[src/rtl/fetch_stage_pkg.sv]
// Shared definitions for the instruction fetch stage.
//   fetch_state_t    : FSM state encoding (IDLE, REQ, WAIT, DONE, FAULT)
//   PC_INC           : PC step per completed fetch (16-bit instructions)
//   DEFAULT_TIMEOUT  : default mem_ready wait limit before FAULT
//   DEFAULT_RESET_PC : default PC after reset
package fetch_stage_pkg;

  typedef enum logic [2:0] {
    S_IDLE,
    S_REQ,
    S_WAIT,
    S_DONE,
    S_FAULT
  } fetch_state_t;

  localparam logic [15:0] PC_INC           = 16'd2;
  localparam int unsigned DEFAULT_TIMEOUT  = 15;
  localparam logic [15:0] DEFAULT_RESET_PC = 16'h0000;

endpackage

[src/rtl/fetch_pc_reg.sv]
// Program counter register for the fetch stage.
// Ports:
//   clk       : clock, rising edge
//   rst       : asynchronous active-high reset, loads RESET_PC
//   inc       : advance PC by PC_INC (16-bit wrap)
//   load      : load load_addr (halfword aligned); has priority over inc
//   load_addr : branch/jump destination
//   pc        : current program counter
module fetch_pc_reg
  import fetch_stage_pkg::*;
#(
  parameter logic [15:0] RESET_PC = DEFAULT_RESET_PC
) (
  input  logic        clk,
  input  logic        rst,
  input  logic        inc,
  input  logic        load,
  input  logic [15:0] load_addr,
  output logic [15:0] pc
);

  always_ff @(posedge clk or posedge rst) begin
    if (rst) begin
      pc <= RESET_PC;
    end else if (load) begin
      // Instructions are halfword aligned; bit 0 of the target is dropped.
      pc <= load_addr & 16'hFFFE;
    end else if (inc) begin
      pc <= pc + PC_INC;
    end
  end

endmodule

[src/rtl/fetch_stage.sv]
// Instruction fetch stage: reads one 16-bit instruction per request from
// memory, with a bounded wait for mem_ready and a sticky FAULT on timeout.
// Ports:
//   CLK           : clock, rising edge
//   reset         : asynchronous active-high reset
//   fetch_req     : request next instruction (sampled in IDLE only)
//   pc_load_en    : load branch_target into PC (IDLE and DONE only)
//   branch_target : branch/jump destination
//   fault_clr     : leave FAULT back to IDLE
//   mem_rdata     : instruction word from memory
//   mem_ready     : memory read data valid this cycle
//   mem_rd        : memory read strobe (REQ, WAIT)
//   mem_addr      : memory address, always the PC
//   instr         : captured instruction word
//   irw           : one-cycle pulse when instr is newly valid
//   pc_out        : address of the instruction held in instr
//   busy          : high in REQ, WAIT, DONE
//   fault         : high in FAULT
module fetch_stage
  import fetch_stage_pkg::*;
#(
  parameter int unsigned TIMEOUT  = DEFAULT_TIMEOUT,
  parameter logic [15:0] RESET_PC = DEFAULT_RESET_PC
) (
  input  logic        CLK,
  input  logic        reset,
  input  logic        fetch_req,
  input  logic        pc_load_en,
  input  logic [15:0] branch_target,
  input  logic        fault_clr,
  input  logic [15:0] mem_rdata,
  input  logic        mem_ready,
  output logic        mem_rd,
  output logic [15:0] mem_addr,
  output logic [15:0] instr,
  output logic        irw,
  output logic [15:0] pc_out,
  output logic        busy,
  output logic        fault
);

  localparam int unsigned CW = $clog2(TIMEOUT + 1);

  fetch_state_t   state;
  logic [CW-1:0]  wait_cnt;
  logic [15:0]    pc;
  logic           pc_load;
  logic           pc_inc;

  // Branch loads are only accepted while no transaction is in flight,
  // so the address presented to memory never moves mid-read.
  assign pc_load = pc_load_en && (state == S_IDLE || state == S_DONE);
  assign pc_inc  = (state == S_DONE);

  fetch_pc_reg #(
    .RESET_PC (RESET_PC)
  ) u_pc (
    .clk       (CLK),
    .rst       (reset),
    .inc       (pc_inc),
    .load      (pc_load),
    .load_addr (branch_target),
    .pc        (pc)
  );

  always_ff @(posedge CLK or posedge reset) begin
    if (reset) begin
      state    <= S_IDLE;
      wait_cnt <= '0;
      instr    <= '0;
      pc_out   <= '0;
    end else begin
      case (state)
        S_IDLE: begin
          wait_cnt <= '0;
          if (fetch_req) state <= S_REQ;
        end
        S_REQ: begin
          if (mem_ready) begin
            instr  <= mem_rdata;
            pc_out <= pc;
            state  <= S_DONE;
          end else begin
            wait_cnt <= CW'(1);
            state    <= S_WAIT;
          end
        end
        S_WAIT: begin
          // Data arriving on the last allowed cycle still counts as a capture.
          if (mem_ready) begin
            instr  <= mem_rdata;
            pc_out <= pc;
            state  <= S_DONE;
          end else if (wait_cnt == CW'(TIMEOUT)) begin
            state <= S_FAULT;
          end else begin
            wait_cnt <= wait_cnt + CW'(1);
          end
        end
        S_DONE: begin
          wait_cnt <= '0;
          state    <= S_IDLE;
        end
        S_FAULT: begin
          wait_cnt <= '0;
          if (fault_clr) state <= S_IDLE;
        end
        default: state <= S_IDLE;
      endcase
    end
  end

  assign mem_rd   = (state == S_REQ) || (state == S_WAIT);
  assign mem_addr = pc;
  assign irw      = (state == S_DONE);
  assign busy     = (state == S_REQ) || (state == S_WAIT) || (state == S_DONE);
  assign fault    = (state == S_FAULT);

endmodule

[config.mk]
export PLATFORM = sky130hd
export DESIGN_NAME = fetch_stage
export DESIGN_NICKNAME = d
export VERILOG_FILES = /design/src/rtl/fetch_stage_pkg.sv /design/src/rtl/fetch_pc_reg.sv /design/src/rtl/fetch_stage.sv
export SDC_FILE = /design/constraint.sdc
export NUM_CORES = 1
export LEC_CHECK = 0
export BUFFER_PORTS_ARGS = -buffer_cell sky130_fd_sc_hd__buf_2
export CORE_UTILIZATION = 40
export DETAILED_ROUTE_END_ITERATION = 12
export GPL_TIMING_DRIVEN = 0
export PLACE_DENSITY = 0.68
export SETUP_SLACK_MARGIN = 0.02
export SLEW_MARGIN = 10
export SYNTH_ARGS = -nofsm -noshare
export SYNTH_HDL_FRONTEND = slang
export SYNTH_SLANG_ARGS = --single-unit
[constraint.sdc]
create_clock -name CLK -period 2 [get_ports CLK]
set_input_delay 0 -clock CLK [delete_from_list [all_inputs] [get_ports CLK]]
set_output_delay 0 -clock CLK [all_outputs]
set_load 0.005 [all_outputs]
==> results by group, run 1 <==
Global route
  – Largest net degree at the start of global routing: 39
  – First-pass GRT wire length: 10200 um
  – Grt ovf: 0
  – Vias in the first global route: 2046
  – Overall routing resource usage: 18.5%
  – Initial antenna violation count: 0

Run status
  – Status: completed

Floorplanning
  – Row count: 29
  – Initial Utilization: 41.4%
  – Core box area: 6310 sq um
  – Die ar.: 6870 sq um
  – Die outline height: 82.9 um
  – IO Count: 90
  – Die X-Extent: 82.9 um

Placement
  – Area post-placement: 3160 sq um
  – Place WS: 0.262 ns
  – Port Buf Inserts: 85
  – DP HPWL: 4090 um
  – GP Congestion: 0.766

CTS
  – H-tree depth: 2
  – TritonCTS Buffers: 5
  – CTS Root Cell: clkbuf_8
  – CTS Buffer Depth: 2
  – # clock sinks: 53
  – CTS Hold Bufs: 34
  – Worst-path clk slew: 0.10 ns
  – CTS tree: done
  – Post-CTS Setup Inserts: 0
  – Clk_lat worst skew: 0.31 ns
  – Resized cells post-CTS: 0

Synthesis
  – Post-synth EDFFs: 0
  – YS warnings: 0
  – Register area share after synthesis: 50.7%
  – Syn Area/Cell: 11.8 sq um
  – Syn Std Cell Area: 2620 sq um
  – Primary FF master, synth: dfrtp_1
  – Syn Inst Count: 221
  – Count of different cell masters after synthesis: 47
  – Yosys reg bits: 53
  – Asr flop ratio synth: 100%

Route
  – Via count: 2068
  – Max layer used: met4
  – Vias per cell: 4.84
  – Post-route ant nets: 0
  – Met1 Routed Length: 2780 um
  – DR iter-0 viols: 54
  – 1st-pass router iterations: 4
  – Routed wl met2: 2930 um
  – Wire length on met3: 254 um
  – Final WL: 6020 um
  – DR DRC count: 0
  – DR WL/cell: 14.1 um

Power and ir drop
  – Sw Share: 37.7%
  – Power density over the cells: 1390 nW/um^2
  – Comb power frac: 48.4%
  – Power Internal: 3.11 mW
  – Sequential power share: 39.6%
  – Worst vdd ir: 683 uV
  – Clock power share: 11.9%
  – NetSw: 1.88 mW
  – Pleak: 1.67 nW
  – Power, Total: 5.00 mW

Timing
  – Post-layout min period: 1.73 ns
  – Final setup vio count: 0
  – Final worst-path setup slack: 0.268 ns
  – Tcrit/Tclk final: 86.6%
  – Pins Over Slew Limit: 0
  – Fmax achieved: 577 MHz
  – Setup tns final: 0 ns
  – RSZ-0062 raised after global routing: false
  – Final Hold Vio Count: 0
  – Clk_skew: 0.00875 ns

Cells and area
  – Reg area: 1330 sq um
  – Multi-input logic area: 1150 sq um
  – Antenna diodes: 0
  – Layout Utilization: 56.8%
  – Area grow syn2layout: 37.2%
  – Share of post-route cells with drive strength above 1: 42.9%
  – Commonest non-fill, non-tap cell in the layout: buf_2
  – Layout Nets: 389
  – Cell area after layout: 3590 sq um
  – FILL cells: 573
  – Most frequent cells in the layout: buf_2 (87), dfrtp_1 (53), dlygate4sd3_1 (34)

Setup path
  – Required @ worst endpoint: 2.20 ns
  – Setup CP Type: flip-flop to flip-flop
  – CP startpoint: state[0]$_DFFE_PP0P_
  – Crit start category: flip-flop
  – Worst setup EP type: flip-flop
  – FF-to-FF Start: state[0]$_DFFE_PP0P_
  – Crit path max fanout: 10
  – Arr. time, crit path: 1.93 ns

Hold path
  – Worst Hold Class: primary input to flip-flop
  – HP Start: pc_load_en

Run
  – Total of max-cap violations: 0
[cells by family (layout without fill, tap and decap cells)]
logic type | after synthesis | count (layout) | synth area share [%]
AOI/OAI and AO/OA | 34 | 34 | 8.23
xor gates and xnor gates | 12 | 12 | 4.30
and+or+nand+nor | 63 | 63 | 15.3
buffers and inverters | 22 | 150 | 5.64
adders and majority gates | 2 | 2 | 0.956
DFF | 53 | 53 | 50.7
other | 1 | 2 | 0.143
muxes | 34 | 34 | 14.8
[through the flow]
stage | std cells | hold slack, ns
after floorplan | 222 | 0.0939
after global placement | 384 | 0.203
after global routing | 427 | 0.0948
after CTS | 427 | 0.0557
final | 427 | 0.0790
after detailed placement | 385 | 0.00410
[flip-flops by register name, summed over array words and instances (netlist names)]
name	count
instr	16
pc_out	15
u_pc.pc	15
wait_cnt	4
state	3
[critical path, stage by stage (launching register included)]
cell	delay (ns)
dfrtp_1	0.48
xnor2_2	0.44
nor2_4	0.07
nand2_4	0.12
buf_6	0.17
mux2_2	0.35
[power by group through the flow]
stage          Clock [mW]  Combinational (mW)  Sequential, mW
2_1_floorplan           0                1.55            1.99
3_3_place_gp            0                2.32            1.97
3_5_place_dp            0                2.40            2.00
4_1_cts             0.620                2.45            1.98
5_1_grt             0.658                2.69            2.06
6_report            0.597                2.42            1.98
[Yosys cell counts, types with 3 or more instances]
cell type / instances / share of area [%]
xor2_1: 3 / 1.0
nand3_1: 10 / 1.9
a21oi_1: 3 / 0.57
o21ai_1: 3 / 0.57
a211oi_1: 4 / 1.1
o21ai_0: 12 / 2.3
nor2_1: 7 / 1.0
mux2i_1: 3 / 1.1
buf_4: 4 / 1.1
nand4_1: 3 / 0.72
buf_6: 5 / 2.2
mux2_2: 29 / 12
inv_1: 9 / 1.3
dfrtp_1: 53 / 51
nor4_2: 3 / 1.4
nor2b_1: 5 / 1.2
nand2_1: 20 / 2.9
xnor2_1: 8 / 2.7
[final timing paths]
kind,to,cells after the start,slack (ns)
max,pc_out[3]$_DFFE_PP0P_,5,0.27
min,u_pc.pc[2]$_DFFE_PP0P_,4,0.08
max reg2reg,pc_out[3]$_DFFE_PP0P_,5,0.27
min reg2reg,wait_cnt[3]$_DFFE_PP0P_,1,0.50
max in group asynchronous,u_pc.pc[14]$_DFFE_PP0P_,4,1.26
min in group asynchronous,instr[2]$_DFFE_PP0P_,3,0.22
[per-layer routing]
metal	global-route usage, %	vias up
met1	23.8	981
met3	4.17	6
li1	-	1031
met2	31.6	50
met5	0	-
met4	4.70	0
[layout make-up]
class,count,share of cell area (%)
buffer,13,3.17
sequential,53,37.0
clock buffer,5,1.92
clock inverter,3,0.488
multi-input combinational,147,31.9
timing repair buffer,120,21.9
inverter,9,0.941
tap,77,2.68
Power figures use the tool's default switching activity.
==> inputs of run 2 (changes only) <==
Settings changed: RECOVER_POWER from default to 100.
==> run 2 against run 1 <==
Net effect: final area shrank 1.1%; critical endpoint is now pc_out[4]$_DFFE_PP0P_; sequential share of layout area up 0.40 points; largest cell class unchanged; non-clock buffer count is the same; worst hold slack worse by 0.0070 ns.
==> results by group, run 2 (synthesis results as in run 1) <==
Placement
  – GP Congestion: 0.766 (unchanged)
  – Port Buf Inserts: 85 (unchanged)
  – DP HPWL: 4090 um (unchanged)
  – Placed Cells: 385 (unchanged)

Floorplanning
  – Die X-Extent: 82.9 um (unchanged)
  – Row count: 29 (unchanged)
  – Core box area: 6310 sq um (unchanged)
  – Die outline height: 82.9 um (unchanged)
  – Initial Utilization: 41.4% (unchanged)
  – Die ar.: 6870 sq um (unchanged)
  – IO Count: 90 (unchanged)

Setup path
  – Worst setup EP type: flip-flop
  – Crit start category: flip-flop
  – Slowest Stage Delay on Critical Path: 0.47 ns (about the same)
  – Required @ worst endpoint: 2.20 ns (about the same)
  – Slowest CP cell: dfrtp_1
  – Setup CP Type: flip-flop to flip-flop
  – Arr. time, crit path: 2.03 ns (+0.10 ns)
  – FF-to-FF setup slack: 0.18 ns (-0.09 ns)
  – R2r worst-path depth: 5 (unchanged)
  – Crit path max fanout: 10 (unchanged)
  – Worst-path cell chain: xnor2_2 -> nor2_4 -> nand2_1 -> buf_6 -> mux2_2

Hold path
  – Hold Path Stages: 4 (unchanged)
  – Worst Hold Class: primary input to flip-flop

Timing
  – Tcrit/Tclk final: 91.2% (+4.6 points)
  – Final Hold Vio Count: 0 (unchanged)
  – Fmax achieved: 548 MHz (-5.1%)
  – Post-layout min period: 1.82 ns (+0.0930 ns)
  – Clk_skew: 0.00976 ns (+0.00101 ns)
  – Slew headroom: 38.0%
  – Final setup vio count: 0 (unchanged)
  – Setup tns final: 0 ns (unchanged)
  – Worst-Margin Slew: 0.930 ns
  – Pins Over Slew Limit: 0 (unchanged)
  – RSZ-0062 raised after global routing: false

CTS
  – TritonCTS Buffers: 5 (unchanged)
  – CTS tree: done
  – CTS Buffer Depth: 2 (unchanged)
  – Worst-path clk slew: 0.09 ns (about the same)
  – # clock sinks: 53 (unchanged)
  – Post-CTS Setup Inserts: 0 (unchanged)
  – H-tree depth: 2 (unchanged)
  – Clk_lat worst skew: 0.31 ns (about the same)
  – CTS Root Cell: clkbuf_8

Run status
  – Status: completed

Global route
  – Initial antenna violation count: 0 (unchanged)
  – Largest net degree at the start of global routing: 39 (unchanged)
  – Grt ovf: 0 (unchanged)
  – First-pass GRT wire length: 10200 um (unchanged)
  – Overall routing resource usage: 18.5% (unchanged)
  – Vias in the first global route: 2046 (unchanged)

Route
  – Via count: 2074 (+0.29%)
  – DR WL/cell: 14.1 um (about the same)
  – Final WL: 6030 um (about the same)
  – DR DRC count: 0 (unchanged)
  – Post-route ant nets: 0 (unchanged)
  – DR iter-0 viols: 43 (-20%)
  – Vias per cell: 4.86 (+0.29%)
  – 1st-pass router iterations: 4 (unchanged)

Cells and area
  – Layout Utilization: 56.2% (-0.61 points)
  – Most flop-heavy register: instr
  – Max reg flops: 16 (unchanged)
  – Layout Nets: 389 (unchanged)
  – Antenna diodes: 0 (unchanged)
  – Commonest non-fill, non-tap cell in the layout: buf_2
  – Share of post-route cells with drive strength above 1: 38.6% (-4.3 points)
  – Area grow syn2layout: 35.7%
  – Most frequent cells in the layout: buf_2 (72), dfrtp_1 (53), dlygate4sd3_1 (34)
  – FILL cells: 584 (+1.9%)
  – Regs by FF count: instr (16), pc_out (15), u_pc.pc (15)
  – Fin cells: 427 (unchanged)

Power and ir drop
  – Power Internal: 3.07 mW (-1.5%)
  – Pleak: 1.63 nW (-2.9%)
  – Sw Share: 38.0% (+0.33 points)
  – NetSw: 1.88 mW (about the same)
  – Worst vdd ir: 680 uV (-0.42%)
  – Power density over the cells: 1390 nW/um^2 (+0.13%)
  – Clock power share: 12.2% (+0.3 points)
  – Comb power frac: 47.7% (-0.7 points)
  – Power, Total: 4.95 mW (-0.95%)
  – Sequential power share: 40.1% (+0.5 points)

Run
  – Total of max-cap violations: 0 (unchanged)
==> run 2: cell type report <==
| class | instances | area (sq um) | area share, % |
|---|---|---|---|
| well taps | 77 | 96.3 | 2.71 |
| clock inverters | 3 | 17.5 | 0.493 |
| plain buffers | 13 | 114 | 3.21 |
| inverters | 9 | 33.8 | 0.952 |
| multi-input cells | 147 | 1140 | 32.1 |
| flip-flops and latches | 53 | 1330 | 37.4 |
| clock buffers | 5 | 68.8 | 1.94 |
| repair buffers | 120 | 754 | 21.3 |
==> run 2: worst max-delay path: cells and delay by family, from the launching register on <==
family	cells	cell delay (ns)
flip-flops	1	0.47
XOR/XNOR	1	0.43
multiplexers	1	0.34
AND/OR/NAND/NOR	2	0.25
buffers and inverters	1	0.21
==> run 2: power groups by stage <==
stage,combinational (mW),sequential (mW),clock (mW)
detailed placement,2.40,2.00,0
floorplan,1.55,1.99,0
finish,2.36,1.99,0.604
global route,2.63,2.07,0.658
CTS,2.45,1.98,0.620
global placement,2.32,1.97,0
==> run 2: worst paths after layout <==
path / start / to
worst min-delay path: pc_load_en / u_pc.pc[2]$_DFFE_PP0P_
worst max-delay path: state[0]$_DFFE_PP0P_ / pc_out[4]$_DFFE_PP0P_
worst max register to register: state[0]$_DFFE_PP0P_ / pc_out[4]$_DFFE_PP0P_
worst min register to register: wait_cnt[3]$_DFFE_PP0P_ / wait_cnt[3]$_DFFE_PP0P_
min in group asynchronous: reset / instr[2]$_DFFE_PP0P_
max in group asynchronous: reset / pc_out[10]$_DFFE_PP0P_
==> run 2: repair_timing <==
item                       4_1_cts  5_1_grt
hold endpoints to repair        49        0
setup endpoints to repair        0        0
gates resized for setup          0        0
hold buffers                    34        0
==> run 2: stage by stage <==
step / worst slack, ns / area [sq um] / hold WS (ns)
floorplan: 0.455 / 2620 / 0.0939
global placement: 0.0357 / 3140 / 0.203
detailed placement: 0.262 / 3160 / 0.00410
CTS: 0.253 / 3590 / 0.0557
global route: 0.0679 / 3550 / 0.0948
finish: 0.175 / 3550 / 0.0720
==> run 2: layer usage <==
metal / vias up / track usage [%] / part of all wire (%)
li1: 1029 / - / -
met1: 993 / 23.8 / 46
met2: 46 / 31.6 / 49
met3: 6 / 4.17 / 4.4
met4: 0 / 4.70 / 0.83
met5: - / 0 / 0
